[src/rtl/hazard_ctrl.sv]
// Stall/flush sequencer for a 5-stage pipeline: load-use stall, taken-branch squash,
// multi-cycle MUL/DIV occupancy of EX, and a saturating stall-cycle counter.
module hazard_ctrl #(
    parameter int MDU_LATENCY = 4,
    parameter int CNT_W       = 16
) (
    input  logic             clk,
    input  logic             rst_n,
    input  logic [4:0]       id_rs1,
    input  logic [4:0]       id_rs2,
    input  logic             id_use_rs1,
    input  logic             id_use_rs2,
    input  logic             id_ex_valid,
    input  logic [4:0]       id_ex_rd,
    input  logic             id_ex_mem_read,
    input  logic             id_ex_muldiv,
    input  logic             ex_branch_taken,
    input  logic             stat_clr,
    output logic             pc_write,
    output logic             if_id_write,
    output logic             if_id_flush,
    output logic             id_ex_flush,
    output logic             ex_hold,
    output logic             ex_mem_bubble,
    output logic             mdu_start,
    output logic             mdu_busy,
    output logic [CNT_W-1:0] stall_count
);

    // Handshake: mdu_start is a single-cycle launch pulse; the MDU owns EX until
    // the release cycle, where ex_hold drops and the result moves on to EX/MEM.
    typedef enum logic {IDLE = 1'b0, BUSY = 1'b1} state_t;

    state_t     state, state_next;
    logic [7:0] cnt, cnt_next;

    logic rs_match;
    logic load_use;
    logic mdu_go;

    assign rs_match = (id_use_rs1 && (id_rs1 == id_ex_rd)) ||
                      (id_use_rs2 && (id_rs2 == id_ex_rd));
    assign mdu_go   = (state == IDLE) && id_ex_valid && id_ex_muldiv;
    assign load_use = id_ex_valid && id_ex_mem_read && (id_ex_rd != 5'd0) && rs_match;

    always_ff @(posedge clk or negedge rst_n) begin
        if (!rst_n) begin
            state <= IDLE;
            cnt   <= 8'd0;
        end else begin
            state <= state_next;
            cnt   <= cnt_next;
        end
    end

    always_comb begin
        state_next    = state;
        cnt_next      = cnt;
        pc_write      = 1'b1;
        if_id_write   = 1'b1;
        if_id_flush   = 1'b0;
        id_ex_flush   = 1'b0;
        ex_hold       = 1'b0;
        ex_mem_bubble = 1'b0;
        mdu_start     = 1'b0;
        mdu_busy      = 1'b0;
        case (state)
            IDLE: begin
                if (mdu_go) begin
                    mdu_start     = 1'b1;
                    ex_hold       = 1'b1;
                    ex_mem_bubble = 1'b1;
                    pc_write      = 1'b0;
                    if_id_write   = 1'b0;
                    state_next    = BUSY;
                    cnt_next      = 8'(MDU_LATENCY - 2);
                end else if (ex_branch_taken) begin
                    if_id_flush = 1'b1;
                    id_ex_flush = 1'b1;
                end else if (load_use) begin
                    pc_write    = 1'b0;
                    if_id_write = 1'b0;
                    id_ex_flush = 1'b1;
                end
            end
            BUSY: begin
                // Branch and load-use inputs are deliberately ignored while the MDU owns EX.
                mdu_busy = 1'b1;
                if (cnt != 8'd0) begin
                    ex_hold       = 1'b1;
                    ex_mem_bubble = 1'b1;
                    pc_write      = 1'b0;
                    if_id_write   = 1'b0;
                    cnt_next      = cnt - 8'd1;
                end else begin
                    state_next = IDLE;
                end
            end
            default: begin
                state_next = IDLE;
                cnt_next   = 8'd0;
            end
        endcase
    end

    always_ff @(posedge clk or negedge rst_n) begin
        if (!rst_n) begin
            stall_count <= '0;
        end else if (stat_clr) begin
            stall_count <= '0;
        end else if (!pc_write && (stall_count != {CNT_W{1'b1}})) begin
            stall_count <= stall_count + 1'b1;
        end
    end

endmodule

[config.mk]
export PLATFORM = sky130hd
export DESIGN_NAME = hazard_ctrl
export DESIGN_NICKNAME = d
export VERILOG_FILES = /design/src/rtl/hazard_ctrl.sv
export SDC_FILE = /design/constraint.sdc
export NUM_CORES = 1
export LEC_CHECK = 0
export ABC_AREA = 1
export CAP_MARGIN = 0
export CELL_PAD_IN_SITES_DETAIL_PLACEMENT = 1
export CELL_PAD_IN_SITES_GLOBAL_PLACEMENT = 1
export CORE_ASPECT_RATIO = 1.2
export CORE_UTILIZATION = 37
export DETAILED_ROUTE_END_ITERATION = 6
export GPL_ROUTABILITY_DRIVEN = 0
export GPL_TIMING_DRIVEN = 0
export HOLD_SLACK_MARGIN = 0.05
export MAX_ROUTING_LAYER = met4
export PLACE_DENSITY_LB_ADDON = 0.1
export SLEW_MARGIN = 25
export SYNTH_ARGS = -nofsm -noshare
export SYNTH_HDL_FRONTEND = slang
export SYNTH_SLANG_ARGS = --single-unit
[constraint.sdc]
create_clock -name clk -period 3.7 [get_ports clk]
set_input_delay 0.74 -clock clk [delete_from_list [all_inputs] [get_ports clk]]
set_output_delay 0.74 -clock clk [all_outputs]
set_load 0.005 [all_outputs]
Yosys cells after proc, flatten, opt, wreduce, memory -nomap -nowiden
Cells that the tools add are included.

Output and inout bits: 24. Bits of input ports: 24. Register bits: 25.

Equal/unequal tests: 5. Bitwise gates (word level): 1. Multiplexer cells: 22. Reduce and logical (&&, ||, !) cells: 14. Add/subtract/negate cells: 2.

Operator list (number): $mux W16 (2); $add A16 B1 Y16 const B (1); $mux W8 (2); $ne A16 B16 Y1 const B (1); $pmux W8 S2 (1); $mux W1 (15); $eq A5 B5 Y1 (2); $logic_and A1 B1 Y1 (8); $reduce_bool A8 Y1 (1); $sub A8 B1 Y8 const B (1); $reduce_bool A5 Y1 (1); $pmux W1 S2 (2); $ne A2 B1 Y1 const B (1); $ne A2 B2 Y1 const B (1); $reduce_and A2 Y1 (1); $reduce_bool A2 Y1 (1); $logic_not A1 Y1 (1); $logic_or A1 B1 Y1 (1); $not A1 Y1 (1).

Logic depth before layout (Yosys ltp)
Gate-level depths: netlist (run 1).

Word-level depth: 12. Mapped depth: 12. Depth with buffers taken out: 11.

Least setup slack after synthesis (run 1)
OpenSTA, ideal clock, no wires.

Kind: input to output. Start: input id_ex_rd[3]. End: output pc_write. Buffers on the path: 2. Stages on the path: 11. Path slack: 1.264 ns. Data required time: 2.960 ns. Data arrival time: 1.696 ns. Path through: inv_2 -> nand2_1 -> nand2_1 -> nor2_1 -> nand3_1 -> nand2_1 -> nand3_1 -> nand2_2 -> buf_2 -> inv_1 -> buf_4.

Cells in the longest elaborated chain, start to end: 8.

Ends and longest elaborated chain: from (decl) (RTL line 14) `input logic [4:0] id_ex_rd,`; $eq A5 B5 Y1, on equally long branches (RTL line 41, 42); $logic_and A1 B1 Y1, on equally long branches (RTL line 41, 42); $logic_or A1 B1 Y1 (RTL line 41) `assign rs_match = (id_use_rs1 && (id_rs1 == id_ex_rd)) ||`; $logic_and A1 B1 Y1 * (RTL line 44) `assign load_use = id_ex_valid && id_ex_mem_read && (id_ex_rd != 5'd0) && rs_match;`; $mux W1 * (3 in a row); $pmux W1 S2 *; to (decl) (RTL line 19) `output logic pc_write,`.

Mark *: on every way between the ends. The rest lies on a longest branch, timed or not.

Final worst setup path (run 1)
Start: input id_ex_rd[4]. End: output pc_write.

Cells in the longest elaborated chain, start to end: 8.

Ends and longest elaborated chain: $eq A5 B5 Y1, on equally long branches (RTL line 41, 42); $logic_and A1 B1 Y1, on equally long branches (RTL line 41, 42); $logic_or A1 B1 Y1 (RTL line 41); $logic_and A1 B1 Y1 * (RTL line 44); $mux W1 * (RTL line 80) `end else if (load_use) begin`; $mux W1 * (RTL line 77) `end else if (ex_branch_taken) begin`; $mux W1 * (RTL line 69) `if (mdu_go) begin`; $pmux W1 S2 * (RTL line 67) `case (state)`.

Marks and branches as above.

==> impl_metrics.prom, run 1 <==
# TYPE chip_impl_metric gauge
chip_impl_metric{name="fp.coreArea",unit="um^2"} 4905
chip_impl_metric{name="maxSlewViolCount",unit=""} 0
chip_impl_metric{name="dpl.hpwl",unit="um"} 4294
chip_impl_metric{name="die_area",unit="um^2"} 5366
chip_impl_metric{name="die_w",unit="um"} 67.04
chip_impl_metric{name="power.total",unit="uW"} 532.4
chip_impl_metric{name="critical_path_peak_fanout",unit=""} 10
chip_impl_metric{name="vdd_ir_drop_max",unit="mV"} 0.1168
chip_impl_metric{name="fillers",unit=""} 663
chip_impl_metric{name="max_capacitance_violation_count",unit=""} 0
chip_impl_metric{name="power_density",unit="nW/um^2"} 214.8
chip_impl_metric{name="maxClockFrequency",unit="MHz"} 284.4
chip_impl_metric{name="avgRoutedWirePerCell",unit="um"} 14.33
chip_impl_metric{name="relSlewSlack",unit="%"} 58.81
chip_impl_info{name="timing.critical_path.to_type",value="primary output"} 1
chip_impl_metric{name="grtUsageMet1",unit="%"} 25.88
chip_impl_metric{name="post_route_cells_drive_above_1_share",unit="%"} 8.657
chip_impl_metric{name="final_tns_setup",unit="ns"} 0
chip_impl_metric{name="post-route-period-util",unit="%"} 95.04
chip_impl_metric{name="post_synth.cell_area_avg",unit="um^2"} 6.613
chip_impl_metric{name="first_global_vias",unit=""} 2062
chip_impl_metric{name="grt_start_max_net_pins",unit=""} 26
chip_impl_metric{name="clk_pin_slew_worst_setup_hold_paths",unit="ns"} 0.10
chip_impl_metric{name="die_h",unit="um"} 80.05
chip_impl_metric{name="drt-total-wl",unit="um"} 5662
chip_impl_metric{name="p_switching",unit="uW"} 143.7
chip_impl_metric{name="route.antenna.remaining_nets",unit=""} 0
chip_impl_metric{name="power_leakage",unit="uW"} 0.001316
chip_impl_info{name="rsz0062_at_grt",value="false"} 1
chip_impl_info{name="globalRoute.busiestLayer",value="met2"} 1
chip_impl_metric{name="synthesis.nets",unit=""} 311
chip_impl_metric{name="power.share.clock",unit="%"} 34.1
chip_impl_metric{name="pwr-share-seq",unit="%"} 52.4
chip_impl_metric{name="io_buffers",unit=""} 47
chip_impl_metric{name="synth_sequential_area_ratio",unit="%"} 33.31
chip_impl_metric{name="finalNetCount",unit=""} 363
chip_impl_metric{name="tightest_slew",unit="ns"} 0.6179
chip_impl_metric{name="cts-htree-levels",unit=""} 1
chip_impl_info{name="synth_top_flop_cell",value="sky130_fd_sc_hd__dfrtp_1"} 1
chip_impl_metric{name="core.rowCount",unit=""} 28
chip_impl_info{name="type_of_the_tightest_min_delay_check",value="input port to async pin"} 1
chip_impl_metric{name="report.final.setup_viol",unit=""} 0
chip_impl_metric{name="synthCells",unit=""} 284
chip_impl_info{name="path_class",value="input port to primary output"} 1
chip_impl_metric{name="crit_path_dat",unit="ns"} 2.78
chip_impl_metric{name="clkLatencyLatePin",unit="ns"} 0.29
chip_impl_metric{name="syn_area",unit="um^2"} 1878
chip_impl_metric{name="ys_types",unit=""} 26
chip_impl_metric{name="groute.layer.met2.usage",unit="%"} 46.10
chip_impl_metric{name="clock_sink_count",unit=""} 25
chip_impl_metric{name="relative_contribution_of_combinational_cells_to_total_power",unit="%"} 13.5
chip_impl_metric{name="worst_clock_skew",unit="ns"} 0.004917
chip_impl_metric{name="grt_use_total",unit="%"} 24.02
chip_impl_metric{name="ys.warnings.count",unit=""} 0
chip_impl_metric{name="antenna_found_initial",unit=""} 0
chip_impl_info{name="cts_root_buffer",value="sky130_fd_sc_hd__clkbuf_8"} 1
chip_impl_metric{name="final_core_utilization",unit="%"} 50.54
chip_impl_metric{name="numCtsBuffers",unit=""} 3
chip_impl_metric{name="drt_first_iter_violations",unit=""} 56
chip_impl_metric{name="gr-usage-met3",unit="%"} 2.143
chip_impl_metric{name="critPathRequiredTime",unit="ns"} 2.96
chip_impl_info{name="setup.worst_path.start_class",value="input port"} 1
chip_impl_metric{name="grt_pass1_wl",unit="um"} 9535
chip_impl_info{name="outcome",value="finished clean"} 1
chip_impl_metric{name="final_hold_viol_count",unit=""} 0
chip_impl_metric{name="num_io_pins",unit=""} 48
chip_impl_metric{name="route.vias.total",unit=""} 2008
chip_impl_metric{name="period_minus_slack",unit="ns"} 3.517
chip_impl_metric{name="synthArstFlopShare",unit="%"} 100.0
chip_impl_metric{name="drc",unit=""} 0
chip_impl_metric{name="power_switching_share",unit="%"} 26.99
chip_impl_metric{name="area.growth.synth_to_final",unit="%"} 31.98
chip_impl_metric{name="power.internal",unit="uW"} 388.8
chip_impl_metric{name="detail_route.first_pass.iterations",unit=""} 4
chip_impl_info{name="tritoncts",value="yes"} 1
chip_impl_metric{name="initial_core_util",unit="%"} 38.29
chip_impl_metric{name="clk_path_buf_depth",unit=""} 2
chip_impl_metric{name="cells_on_worst_reg2reg_path",unit=""} 9
chip_impl_metric{name="grt_remaining_overflow",unit=""} 0
chip_impl_metric{name="antenna_diode_count",unit=""} 0
chip_impl_metric{name="yosys_register_bits",unit=""} 25
chip_impl_metric{name="number_of_synthesized_flops_with_an_enable_pin",unit=""} 0
chip_impl_metric{name="vias_per_cell",unit=""} 5.084
-- critical path, cell delays in order --
cell and delay [ns]:
sky130_fd_sc_hd__clkdlybuf4s50_1 0.53, sky130_fd_sc_hd__inv_2 0.06, sky130_fd_sc_hd__nand2_1 0.06, sky130_fd_sc_hd__nand2_1 0.05
sky130_fd_sc_hd__nor2_1 0.12, sky130_fd_sc_hd__nand3_1 0.07, sky130_fd_sc_hd__nand2_1 0.08, sky130_fd_sc_hd__nand3_1 0.11
sky130_fd_sc_hd__nand2_4 0.15, sky130_fd_sc_hd__buf_6 0.17, sky130_fd_sc_hd__inv_1 0.06, sky130_fd_sc_hd__buf_4 0.12
sky130_fd_sc_hd__clkdlybuf4s50_1 0.43
-- sequential cells by signal, summed over array words and instances, names as in the netlist --
name         flops
stall_count     16
cnt              8
state            1
-- cell families (layout without fill, tap and decap cells) --
logic type	count (synthesis)	count (layout)	synth area share, %
and+or+nand+nor	176	176	44.04
xor gates and xnor gates	10	10	4.663
DFF	25	25	33.31
buffers and inverters	60	111	12.99
AOI/OAI and AO/OA	10	10	2.998
adders and majority gates	3	3	1.999
-- worst paths after layout --
| check | from | end | slack (ns) |
|---|---|---|---|
| max in group asynchronous | rst_n | cnt[1] | 2.84 |
| hold reg to reg | cnt[3] | cnt[3] | 0.52 |
| setup / recovery | id_ex_rd[4] | pc_write | 0.18 |
| setup reg to reg | stall_count[0] | stall_count[12] | 1.74 |
| hold / removal | rst_n | stall_count[4] | 0.46 |
| min in group clk | cnt[3] | cnt[3] | 0.52 |
-- cell type report --
cell class              count  area (um^2)  share of cell area, %
inverters                  52        195.2                  7.875
clock inverters             1        7.507                 0.3029
plain buffers               8        55.05                  2.221
repair buffers             47        465.4                  18.78
flip-flops and latches     25        625.6                  25.24
multi-input cells         199         1013                  40.89
clock buffers               3        41.29                  1.666
well taps                  60        75.07                  3.029
-- synthesized netlist by cell type (3+ instances only) --
library cell | count | area [um^2]
sky130_fd_sc_hd__nand2_1 | 79 | 296.5
sky130_fd_sc_hd__inv_1 | 42 | 157.7
sky130_fd_sc_hd__nand3_1 | 32 | 160.2
sky130_fd_sc_hd__nor2_1 | 29 | 108.9
sky130_fd_sc_hd__dfrtp_1 | 25 | 625.6
sky130_fd_sc_hd__nand4_1 | 23 | 143.9
sky130_fd_sc_hd__inv_2 | 10 | 37.54
sky130_fd_sc_hd__xor2_1 | 10 | 87.58
sky130_fd_sc_hd__nor3_1 | 5 | 25.02
sky130_fd_sc_hd__a21oi_1 | 4 | 20.02
sky130_fd_sc_hd__buf_2 | 3 | 15.01
sky130_fd_sc_hd__ha_1 | 3 | 37.54
sky130_fd_sc_hd__o21ai_0 | 3 | 15.01
-- per-layer routing --
layer | share of wire [%] | up-vias
met1 | 41 | 971
met2 | 56 | 28
li1 | - | 1005
met3 | 2.2 | 4
met5 | 0 | -
met4 | 0.92 | 0
-- what timing repair did --
item / 4_1_cts / 5_1_grt
resized for setup: 0 / 4
buffers inserted: 0 / 0
endpoints found under the hold margin: 0 / 0
endpoints found under the setup margin: 0 / 2
hold buffers: 0 / 0
-- cell usage in the layout, fill, tap and decap left out, types with 3 or more instances in the layout --
master	Yosys	layout
sky130_fd_sc_hd__inv_1	42	42
sky130_fd_sc_hd__xor2_1	10	10
sky130_fd_sc_hd__clkdlybuf4s50_1	0	46
sky130_fd_sc_hd__a21oi_1	4	4
sky130_fd_sc_hd__ha_1	3	3
sky130_fd_sc_hd__clkbuf_8	0	3
sky130_fd_sc_hd__nor2_1	29	29
sky130_fd_sc_hd__nand2_1	79	79
sky130_fd_sc_hd__nor3_1	5	5
sky130_fd_sc_hd__o21ai_0	3	3
sky130_fd_sc_hd__nand4_1	23	23
sky130_fd_sc_hd__inv_2	10	10
sky130_fd_sc_hd__buf_2	3	3
sky130_fd_sc_hd__nand3_1	32	32
sky130_fd_sc_hd__dfrtp_1	25	25
-- through the flow --
step / std cells / worst slack (ns) / instance area [um^2] / hold WS, ns
after floorplan: 284 / 1.264 / 1878 / 0.4444
after global placement: 391 / 0.05478 / 2424 / 0.5017
after detailed placement: 391 / 0.007945 / 2419 / 0.5067
after CTS: 395 / 0.0003271 / 2467 / 0.4782
after global routing: 395 / 0.01148 / 2479 / 0.5058
final: 395 / 0.1835 / 2479 / 0.4589
-- power by group through the flow --
stage / Clock (uW) / Combinational [uW] / Sequential [uW]
after detailed placement: 0 / 73.0 / 285
after global routing: 192 / 81.1 / 280
after CTS: 185 / 73.5 / 279
after floorplan: 0 / 25.9 / 284
final: 181 / 71.7 / 279
after global placement: 0 / 71.6 / 285
Note: power is estimated with default switching activity, not from simulation.
==> run 2, diff against run 1 <==
- ABC_AREA: 1 -> 0
- TNS_END_PERCENT: not set -> 20
==> run 2 against run 1 <==
Compared with the run above:
- utilization is 3.4 points higher
- via count is 23% lower
- total power is 110% higher
- fmax is 2.1% lower
- flip-flop and latch count stayed put
- routed wire length is 20% lower
- register-to-register slack worse by 0.37 ns
- global-route usage is 1.2 points lower
- critical path type unchanged
==> impl_metrics.prom, run 2 <==
# TYPE chip_impl_metric gauge
chip_impl_metric{name="drt-total-wl",unit="um"} 4533
chip_impl_metric{name="initial_core_util",unit="%"} 39.44
chip_impl_metric{name="detail_route.first_pass.iterations",unit=""} 4
chip_impl_info{name="timing.critical_path.to_type",value="primary output"} 1
chip_impl_metric{name="grt_pass1_wl",unit="um"} 7527
chip_impl_metric{name="cts-htree-levels",unit=""} 1
chip_impl_metric{name="die_area",unit="um^2"} 4569
chip_impl_metric{name="final_hold_viol_count",unit=""} 0
chip_impl_info{name="synth.top_cells.by_area",value="sky130_fd_sc_hd__dfrtp_1 (39%), sky130_fd_sc_hd__or4_1 (6.1%), sky130_fd_sc_hd__o31ai_1 (5.7%)"} 1
chip_impl_metric{name="fp.coreArea",unit="um^2"} 4035
chip_impl_metric{name="drt_first_iter_violations",unit=""} 55
chip_impl_metric{name="maxSlewViolCount",unit=""} 0
chip_impl_metric{name="relSlewSlack",unit="%"} 60.37
chip_impl_metric{name="die_h",unit="um"} 73.85
chip_impl_metric{name="vias_per_cell",unit=""} 5.624
chip_impl_info{name="synth_top_flop_cell",value="sky130_fd_sc_hd__dfrtp_1"} 1
chip_impl_metric{name="period_minus_slack",unit="ns"} 3.594
chip_impl_metric{name="critPathRequiredTime",unit="ns"} 2.96
chip_impl_metric{name="syn_area",unit="um^2"} 1592
chip_impl_metric{name="synth_sequential_area_ratio",unit="%"} 39.31
chip_impl_metric{name="ys.warnings.count",unit=""} 0
chip_impl_metric{name="p_switching",unit="uW"} 420.0
chip_impl_info{name="outcome",value="finished clean"} 1
chip_impl_metric{name="area.growth.synth_to_final",unit="%"} 36.64
chip_impl_metric{name="ys_types",unit=""} 38
chip_impl_metric{name="muxShareOfSynthArea",unit="%"} 0.9434
chip_impl_metric{name="antenna_found_initial",unit=""} 0
chip_impl_metric{name="power.internal",unit="uW"} 705.2
chip_impl_metric{name="dpl.hpwl",unit="um"} 3498
chip_impl_metric{name="io_buffers",unit=""} 46
chip_impl_metric{name="finalNetCount",unit=""} 248
chip_impl_metric{name="vdd_ir_drop_max",unit="mV"} 0.3578
chip_impl_metric{name="cts-hold-fix-buffers",unit=""} 0
chip_impl_metric{name="grt_start_max_net_pins",unit=""} 26
chip_impl_metric{name="route.vias.total",unit=""} 1541
chip_impl_metric{name="fillers",unit=""} 464
chip_impl_metric{name="avgRoutedWirePerCell",unit="um"} 16.54
chip_impl_info{name="crit-reg2reg-capture",value="stall_count[14]"} 1
chip_impl_metric{name="first_global_vias",unit=""} 1666
chip_impl_metric{name="cells_on_worst_reg2reg_path",unit=""} 9
chip_impl_info{name="commonest_non_fill_non_tap_cell_in_the_layout",value="sky130_fd_sc_hd__clkdlybuf4s50_1"} 1
chip_impl_metric{name="antenna_diode_count",unit=""} 0
chip_impl_metric{name="numCtsBuffers",unit=""} 3
chip_impl_metric{name="die_w",unit="um"} 61.87
chip_impl_metric{name="clk_path_buf_depth",unit=""} 2
chip_impl_info{name="synth_top_cell_by_area",value="sky130_fd_sc_hd__dfrtp_1"} 1
chip_impl_metric{name="post_route_cells_drive_above_1_share",unit="%"} 10.91
chip_impl_info{name="cts_root_buffer",value="sky130_fd_sc_hd__clkbuf_8"} 1
chip_impl_metric{name="report.final.setup_viol",unit=""} 0
chip_impl_metric{name="crit_path_dat",unit="ns"} 2.85
chip_impl_info{name="synth_top_family_by_area",value="simple AND/OR/NAND/NOR gates"} 1
chip_impl_metric{name="route.antenna.remaining_nets",unit=""} 0
chip_impl_metric{name="clock_sink_count",unit=""} 25
chip_impl_metric{name="synth_simple_gate_area_share",unit="%"} 24.69
chip_impl_metric{name="post_synth.cell_area_avg",unit="um^2"} 9.473
chip_impl_metric{name="critical_path_peak_fanout",unit=""} 11
chip_impl_metric{name="post_synth_xor_area_fraction",unit="%"} 8.255
chip_impl_metric{name="final_tns_setup",unit="ns"} 0
chip_impl_metric{name="r2r_slack",unit="ns"} 1.37
chip_impl_metric{name="clk_pin_slew_worst_setup_hold_paths",unit="ns"} 0.10
chip_impl_info{name="type_of_the_tightest_min_delay_check",value="input port to async pin"} 1
chip_impl_metric{name="number_of_synthesized_flops_with_an_enable_pin",unit=""} 0
chip_impl_metric{name="pwr-share-seq",unit="%"} 35.3
chip_impl_metric{name="core.rowCount",unit=""} 25
chip_impl_metric{name="num_io_pins",unit=""} 48
chip_impl_info{name="rsz0062_at_grt",value="false"} 1
chip_impl_metric{name="synthCells",unit=""} 168
chip_impl_metric{name="power_leakage",unit="uW"} 0.0008361
chip_impl_metric{name="tightest_slew",unit="ns"} 0.5944
chip_impl_metric{name="power.share.clock",unit="%"} 15.2
chip_impl_metric{name="yosys_register_bits",unit=""} 25
chip_impl_info{name="layout_top_registers",value="stall_count: 16 flops, cnt: 8 flops, state: 1 flops"} 1
chip_impl_metric{name="hold_ws",unit="ns"} 0.4577
chip_impl_info{name="synth_commonest_cells",value="sky130_fd_sc_hd__dfrtp_1 (25), sky130_fd_sc_hd__a21oi_1 (16), sky130_fd_sc_hd__nand3_1 (13), sky130_fd_sc_hd__nor2_1 (13), sky130_fd_sc_hd__or4_1 (13)"} 1
chip_impl_info{name="crit-reg2reg-launch",value="cnt[4]"} 1
chip_impl_metric{name="synth_top_area_share",unit="%"} 39.31
chip_impl_metric{name="synth_adder_area_share",unit="%"} 2.358
chip_impl_metric{name="power_density",unit="nW/um^2"} 517.5
chip_impl_metric{name="clkLatencyLatePin",unit="ns"} 0.27
chip_impl_metric{name="grt_remaining_overflow",unit=""} 0
chip_impl_info{name="layout.cells.most_common_list",value="sky130_fd_sc_hd__clkdlybuf4s50_1 (42), sky130_fd_sc_hd__dfrtp_1 (25), sky130_fd_sc_hd__a21oi_1 (16)"} 1
chip_impl_metric{name="synthesis.nets",unit=""} 195
chip_impl_info{name="tritoncts",value="yes"} 1
chip_impl_metric{name="post-route-period-util",unit="%"} 97.12
chip_impl_info{name="synth.most_common_cell",value="sky130_fd_sc_hd__dfrtp_1"} 1
chip_impl_metric{name="power_switching_share",unit="%"} 37.33
chip_impl_metric{name="worst_clock_skew",unit="ns"} 0.004993
chip_impl_info{name="largest_register_by_flop_count",value="stall_count"} 1
chip_impl_metric{name="complex_gate_fraction_of_the_synthesized_area",unit="%"} 17.45
chip_impl_metric{name="maxClockFrequency",unit="MHz"} 278.3
chip_impl_metric{name="drc",unit=""} 0
chip_impl_metric{name="grt_use_total",unit="%"} 22.77
chip_impl_info{name="path_class",value="input port to primary output"} 1
chip_impl_metric{name="max_capacitance_violation_count",unit=""} 0
chip_impl_metric{name="synthArstFlopShare",unit="%"} 100.0
chip_impl_metric{name="relative_contribution_of_combinational_cells_to_total_power",unit="%"} 49.5
chip_impl_metric{name="largest_register_ff_count",unit=""} 16
chip_impl_info{name="setup.worst_path.start_class",value="input port"} 1
==> run 2: worst max path at each step <==
stage / start / to / slack, ns / cells past startpoint
after global placement: id_ex_rd[1] / pc_write / -0.14 / 8
after global routing: id_ex_valid / pc_write / 0.0001 / 10
after floorplan: id_ex_rd[1] / pc_write / 0.94 / 6
final: id_ex_valid / pc_write / 0.11 / 10
after CTS: id_ex_rd[1] / pc_write / 0.12 / 8
after detailed placement: id_ex_rd[1] / pc_write / -0.15 / 8
==> run 2: power groups by stage <==
stage | registers (uW) | clock network [uW] | logic, uW
floorplan | 389 | 0 | 334
global placement | 399 | 0 | 518
detailed placement | 403 | 0 | 541
CTS | 398 | 174 | 563
global route | 409 | 193 | 610
finish | 398 | 171 | 557
==> run 2: per-layer routing <==
layer	GRT usage (%)	part of all wire [%]	up-vias
met2	39.55	54	47
met5	-	0	-
li1	-	-	731
met4	5.679	1.1	0
met3	4.049	3.6	6
met1	26.61	41	757
==> run 2: kinds of logic after synthesis <==
kind of cell,Yosys count
muxes,1
and+or+nand+nor,68
adders and majority gates,3
xor gates and xnor gates,15
buffers and inverters,16
DFF,25
AOI/OAI and AO/OA,40
==> run 2: cell type report <==
type	instances	area (um^2)	area share, %
Multi-Input combinational cell	127	854.6	39.30
Sequential cell	25	625.6	28.77
Timing Repair Buffer	48	466.7	21.46
Buffer	12	96.34	4.430
Tap cell	54	67.56	3.107
Clock buffer	3	41.29	1.899
Inverter	4	15.01	0.6904
Clock inverter	1	7.507	0.3452
==> run 2: timing repair <==
item	CTS	global route
resized for setup	3	0
setup endpoints to repair	2	0
buffers inserted	2	0
==> run 2: through the flow <==
step	setup slack [ns]	std cells	cell area, um^2	power (uW)	utilization, %
after CTS	0.1215	274	2175	1136	53.89
final	0.1064	274	2175	1125	53.89
after global routing	0.0001252	274	2175	1212	53.89
after global placement	-0.1382	268	2120	916.7	52.53
after floorplan	0.9444	168	1592	723.6	-
after detailed placement	-0.1545	268	2115	943.8	52.40
==> run 2: worst max-delay path, cell delays in order <==
cell and delay (ns):
sky130_fd_sc_hd__clkdlybuf4s50_1 0.51, sky130_fd_sc_hd__nand2_1 0.10, sky130_fd_sc_hd__nor2_2 0.30, sky130_fd_sc_hd__or2_1 0.18, sky130_fd_sc_hd__buf_6 0.15, sky130_fd_sc_hd__a31oi_4 0.04
sky130_fd_sc_hd__buf_6 0.14, sky130_fd_sc_hd__buf_12 0.13, sky130_fd_sc_hd__buf_4 0.12, sky130_fd_sc_hd__clkdlybuf4s50_1 0.43
==> run 3, diff against run 2 <==
- CAP_MARGIN: 0 -> not set
- GPL_TIMING_DRIVEN: 0 -> not set
==> run 3 against run 2 <==
Compared with the run above:
- global-route usage shrank 1.6 points
- non-clock buffer count down 8
- clock power rose by 4%
- combinational power down 18%
- sequential power about the same
- first-iteration DRC count increased by 1.8%
- sequential share of layout area up 0.73 points
- die area unchanged
- routed wire length fell by 7.7%
- total power shrank 8.3%
- hold slack better by 0.12 ns
- final cell count fell by 2.9%
- critical endpoint is now if_id_write
- largest cell class unchanged
==> impl_metrics.prom, run 3 (synthesis results as in run 2) <==
# TYPE chip_impl_metric gauge
chip_impl_metric{name="first_global_vias",unit=""} 1546
chip_impl_metric{name="dpl.hpwl",unit="um"} 3269
chip_impl_metric{name="antenna_diode_count",unit=""} 0
chip_impl_metric{name="worst_clock_skew",unit="ns"} 0.009777
chip_impl_info{name="critPathTopFamily",value="buffers and inverters"} 1
chip_impl_metric{name="report.final.setup_viol",unit=""} 0
chip_impl_metric{name="power_leakage",unit="uW"} 0.0008031
chip_impl_metric{name="period_minus_slack",unit="ns"} 3.462
chip_impl_info{name="outcome",value="finished clean"} 1
chip_impl_metric{name="post-route-period-util",unit="%"} 93.56
chip_impl_metric{name="fillers",unit=""} 461
chip_impl_metric{name="finalNetCount",unit=""} 240
chip_impl_info{name="cts_root_buffer",value="sky130_fd_sc_hd__clkbuf_8"} 1
chip_impl_metric{name="crit_path_dat",unit="ns"} 2.72
chip_impl_metric{name="power_density",unit="nW/um^2"} 486.4
chip_impl_metric{name="cell_depth_of_the_worst_setup_path",unit=""} 5
chip_impl_metric{name="avgRoutedWirePerCell",unit="um"} 15.73
chip_impl_metric{name="pwr-share-seq",unit="%"} 38.6
chip_impl_info{name="worstPathCellList",value="clkdlybuf4s50_1 > or3_1 > o311a_1 > a31oi_4 > clkdlybuf4s50_1"} 1
chip_impl_metric{name="cells_on_worst_reg2reg_path",unit=""} 7
chip_impl_metric{name="die_area",unit="um^2"} 4569
chip_impl_metric{name="power.internal",unit="uW"} 634.8
chip_impl_metric{name="tightest_slew",unit="ns"} 0.7098
chip_impl_metric{name="drt-total-wl",unit="um"} 4184
chip_impl_info{name="setup.worst_path.start_class",value="input port"} 1
chip_impl_metric{name="p_switching",unit="uW"} 396.8
chip_impl_metric{name="route.antenna.remaining_nets",unit=""} 0
chip_impl_metric{name="core.rowCount",unit=""} 25
chip_impl_metric{name="max_stage_delay",unit="ns"} 0.54
chip_impl_metric{name="io_buffers",unit=""} 47
chip_impl_metric{name="grt_remaining_overflow",unit=""} 0
chip_impl_metric{name="clk_path_buf_depth",unit=""} 2
chip_impl_metric{name="critical_path_peak_fanout",unit=""} 4
chip_impl_metric{name="largest_register_ff_count",unit=""} 16
chip_impl_metric{name="post_route_cells_drive_above_1_share",unit="%"} 8.491
chip_impl_info{name="path_common_cell",value="sky130_fd_sc_hd__clkdlybuf4s50_1"} 1
chip_impl_metric{name="final_tns_setup",unit="ns"} 0
chip_impl_metric{name="drt_first_iter_violations",unit=""} 56
chip_impl_info{name="layout_top_registers",value="stall_count: 16 flops, cnt: 8 flops, state: 1 flops"} 1
chip_impl_metric{name="area.growth.synth_to_final",unit="%"} 33.25
chip_impl_metric{name="clock_sink_count",unit=""} 25
chip_impl_metric{name="relSlewSlack",unit="%"} 52.53
chip_impl_metric{name="numCtsBuffers",unit=""} 3
chip_impl_metric{name="maxSlewViolCount",unit=""} 0
chip_impl_info{name="tritoncts",value="yes"} 1
chip_impl_metric{name="timing.critical_path.buf_inv",unit=""} 2
chip_impl_metric{name="pre_cts_slack",unit="ns"} 0.2163
chip_impl_metric{name="fin_cells",unit=""} 266
chip_impl_metric{name="maxClockFrequency",unit="MHz"} 288.9
chip_impl_metric{name="route.vias.total",unit=""} 1496
chip_impl_metric{name="timing.hold.worst_path_depth",unit=""} 2
chip_impl_metric{name="post_cts.resized_instances",unit=""} 0
chip_impl_metric{name="die_w",unit="um"} 61.87
chip_impl_metric{name="num_io_pins",unit=""} 48
chip_impl_metric{name="initial_core_util",unit="%"} 39.44
chip_impl_metric{name="hold_ws",unit="ns"} 0.5788
chip_impl_metric{name="power_switching_share",unit="%"} 38.47
chip_impl_info{name="rsz0062_at_grt",value="false"} 1
chip_impl_metric{name="antenna_found_initial",unit=""} 0
chip_impl_info{name="timing.critical_path.to_type",value="primary output"} 1
chip_impl_metric{name="relative_contribution_of_combinational_cells_to_total_power",unit="%"} 44.3
chip_impl_metric{name="final_critical_path_setup_slack",unit="ns"} 0.2384
chip_impl_metric{name="cts-htree-levels",unit=""} 1
chip_impl_metric{name="max_capacitance_violation_count",unit=""} 0
chip_impl_info{name="type_of_the_tightest_min_delay_check",value="register to register"} 1
chip_impl_metric{name="grt_start_max_net_pins",unit=""} 31
chip_impl_info{name="cpMaxStageDelayCell",value="sky130_fd_sc_hd__clkdlybuf4s50_1"} 1
chip_impl_metric{name="cells_after_dpl",unit=""} 262
chip_impl_metric{name="vias_per_cell",unit=""} 5.624
chip_impl_metric{name="clkLatencyLatePin",unit="ns"} 0.28
chip_impl_metric{name="vdd_ir_drop_max",unit="mV"} 0.2932
chip_impl_info{name="path_class",value="input port to primary output"} 1
chip_impl_metric{name="cts_setup_buffers",unit=""} 0
chip_impl_metric{name="die_h",unit="um"} 73.85
chip_impl_metric{name="drc",unit=""} 0
chip_impl_metric{name="detail_route.first_pass.iterations",unit=""} 4
chip_impl_metric{name="clk_pin_slew_worst_setup_hold_paths",unit="ns"} 0.10
chip_impl_metric{name="fp.coreArea",unit="um^2"} 4035
chip_impl_info{name="layout.cells.most_common_list",value="sky130_fd_sc_hd__clkdlybuf4s50_1 (47), sky130_fd_sc_hd__dfrtp_1 (25), sky130_fd_sc_hd__a21oi_1 (16)"} 1
chip_impl_info{name="largest_register_by_flop_count",value="stall_count"} 1
chip_impl_metric{name="r2r_slack",unit="ns"} 1.32
chip_impl_metric{name="final_hold_viol_count",unit=""} 0
chip_impl_metric{name="grt_use_total",unit="%"} 21.19
chip_impl_metric{name="power.share.clock",unit="%"} 17.1
chip_impl_metric{name="grt_pass1_wl",unit="um"} 7141
chip_impl_metric{name="cts-hold-fix-buffers",unit=""} 0
chip_impl_info{name="commonest_non_fill_non_tap_cell_in_the_layout",value="sky130_fd_sc_hd__clkdlybuf4s50_1"} 1
chip_impl_metric{name="critPathRequiredTime",unit="ns"} 2.96
run 3: path summary, 6_finish.rpt:
kind                             start         endpoint
max                        id_ex_rd[1]      if_id_write
min                             cnt[7]           cnt[7]
max reg2reg                     cnt[4]  stall_count[14]
min reg2reg                     cnt[7]           cnt[7]
max in group asynchronous        rst_n   stall_count[2]
min in group asynchronous        rst_n   stall_count[7]
run 3: worst register-to-register path: cells and delay by family, from the launching register on:
family	cells	cell delay, ns
simple gates	3	0.78
compound gates	2	0.41
buf+inv	1	0.33
flops	1	0.45
mux	1	0.30
run 3: cell type report:
| type | count | area, um^2 | share of cell area (%) |
|---|---|---|---|
| flip-flops and latches | 25 | 625.6 | 29.50 |
| clock buffers | 3 | 41.29 | 1.947 |
| repair buffers | 52 | 508.0 | 23.95 |
| clock inverters | 1 | 8.758 | 0.4130 |
| well taps | 54 | 67.56 | 3.186 |
| inverters | 4 | 15.01 | 0.7080 |
| multi-input cells | 127 | 854.6 | 40.30 |
run 3: power groups by stage:
stage | sequential [uW] | combinational (uW) | clock (uW)
floorplan | 389 | 334 | 0
global placement | 398 | 440 | 0
detailed placement | 402 | 461 | 0
CTS | 397 | 465 | 185
global route | 409 | 513 | 197
finish | 398 | 457 | 177
run 3: stage by stage:
| stage | utilization [%] | instance area (um^2) | total power [uW] |
|---|---|---|---|
| 2_1_floorplan | - | 1592 | 723.6 |
| 3_3_place_gp | 51.32 | 2071 | 838.0 |
| 3_5_place_dp | 51.32 | 2071 | 863.4 |
| 4_1_cts | 52.56 | 2121 | 1047 |
| 5_1_grt | 52.56 | 2121 | 1119 |
| 6_report | 52.56 | 2121 | 1032 |
run 3: routing by layer:
layer,up-vias,track usage [%],wire [um]
li1,713,-,-
met1,745,25.08,1766
met2,36,37.99,2235
met3,2,3.169,160
met4,0,2.963,22
met5,-,-,0
==> patch: new RTL, config.mk and constraints of run 3 <==
Add an input register stage for `id_ex_muldiv`; this delays it by one clock. The other inputs are not delayed to match.
--- a/src/rtl/hazard_ctrl.sv
+++ b/src/rtl/hazard_ctrl.sv
@@ -33,2 +33,8 @@
 
+    logic id_ex_muldiv_q;
+
+    always_ff @(posedge clk) begin
+        id_ex_muldiv_q <= id_ex_muldiv;
+    end
+
     state_t     state, state_next;
@@ -42,3 +48,3 @@
                       (id_use_rs2 && (id_rs2 == id_ex_rd));
-    assign mdu_go   = (state == IDLE) && id_ex_valid && id_ex_muldiv;
+    assign mdu_go   = (state == IDLE) && id_ex_valid && id_ex_muldiv_q;
     assign load_use = id_ex_valid && id_ex_mem_read && (id_ex_rd != 5'd0) && rs_match;
Formal check against the unedited RTL: not equivalent (a bounded check fails within 4 cycles, from zero or initial values and one cycle with rst_n low).
==> patch against run 3 <==
Design area up 1.6%. Sequential cell count rose by 1. Synthesized area grew 1.3%. Setup slack got worse by 150 ps. Largest cell class unchanged. Routed wire length rose by 5.9%. Utilization increased by 0.43 points. Critical path type unchanged. Non-clock buffer count fell by 1. Total power increased by 6.5%.
==> patch: results (changes against run 3) <==
[cells_and_area]
n_antenna_cell=0  ; unchanged
reg.largest.list=stall_count: 16 flops, cnt: 8 flops
drive_gt1_frac=0.08019  ; -0.004717

[logic_synthesis]
synth_area_um2=1612  ; +1.3%
netlist_top_cells_area=dfrtp_1 39%, or4_1 6.1%, o31ai_1 5.6%
avgSynthCellArea_um2=9.536  ; +0.66%
seq_area_frac_synth=0.4006  ; +0.007539
synth_fp_nets=196  ; +0.51%
async_flop_share=0.9615  ; -0.03846
synth_cell_types=39  ; +2.6%

[run_status]
outcome=finished, final reports clean

[routing]
met1Wirelength_um=1691  ; -4.2%
met2WireLength_um=2577  ; +15%
wire_per_inst_um=16.65  ; +5.9%

[global_routing]
grt_pass1_vias=1632  ; +5.6%
grt_max_degree=26  ; -16%
grt_first_pass_wirelength_um=7500  ; +5.0%
grtUsageTotal=0.2093  ; -0.002620
antenna_found_initial=0  ; unchanged

[sta]
tightest_slew_ps=680.1  ; -29.68 ps
skew_ps=5.472  ; -4.306 ps

[pwr]
power.leakage_uw=0.0008157  ; +1.6%
p_int_uw=704.5  ; +11%
ir_drop_uv=367.0  ; +25%

[setup_path]
cp.arrival_ps=2870  ; +150 ps
worstSetupStartpoint=id_ex_rd[1]
max_stage_delay_ps=570  ; +30 ps
ff2ff_setup_slack_ps=1220  ; -100 ps
path_max_fanout=10  ; +6

[clock_tree]
cts_buffers=3  ; unchanged

[placed_design]
dp_hpwl_um=3464  ; +6.0%

[worst_hold_path]
worstHoldStart=cnt[7]

## patch: cell count changes after synthesis, sizes merged
cell          run 3  this run
dfxtp             0         1
## patch: kinds of logic after synthesis
family / share of synthesized area
buf+inv: 0.06909
compound gates: 0.1724
mux: 0.009314
xor+xnor: 0.08152
flops: 0.4006
fa+ha+maj: 0.02329
simple gates: 0.2438
## patch: power by group through the flow
stage,combinational (uW),sequential (uW),clock [uW]
floorplan,327,396,0
global placement,427,404,0
detailed placement,456,410,0
CTS,458,408,248
global route,502,414,258
finish,451,406,241
## patch: critical path: cells and delay by family
| kind | cells | cell delay, ps |
|---|---|---|
| and+or+nand+nor | 1 | 410 |
| AOI/OAI and AO/OA | 2 | 670 |
| buffers and inverters | 2 | 1040 |
## patch: area by class of cell
cell class                 instances  area, um2
fill                             497       1912
multi-input combinational        127      854.6
sequential                        26      645.6
timing repair buffer              51      500.5
tap                               54      67.56
clock buffer                       3      41.29
clock inverter                     1      30.03
inverter                           4      15.01
## patch: worst min path at each step
stage	slack (ps)	cells past startpoint	to
2_1_floorplan	440	0	cnt[0]
3_3_place_gp	530	2	cnt[7]
3_5_place_dp	530	2	cnt[7]
4_1_cts	570	2	cnt[7]
5_1_grt	610	2	stall_count[15]
6_report	560	2	cnt[7]
## patch: through the flow
| step | total power [uW] | util | worst slack (ps) |
|---|---|---|---|
| 3_3_place_gp | 831.6 | 0.5123 | 136.6 |
| 4_1_cts | 1115 | 0.5298 | 69.55 |
| 6_report | 1098 | 0.5298 | 87.94 |
| 3_5_place_dp | 866.0 | 0.5123 | 70.20 |
| 5_1_grt | 1174 | 0.5298 | 7.542 |
| 2_1_floorplan | 723.0 | - | 944.4 |
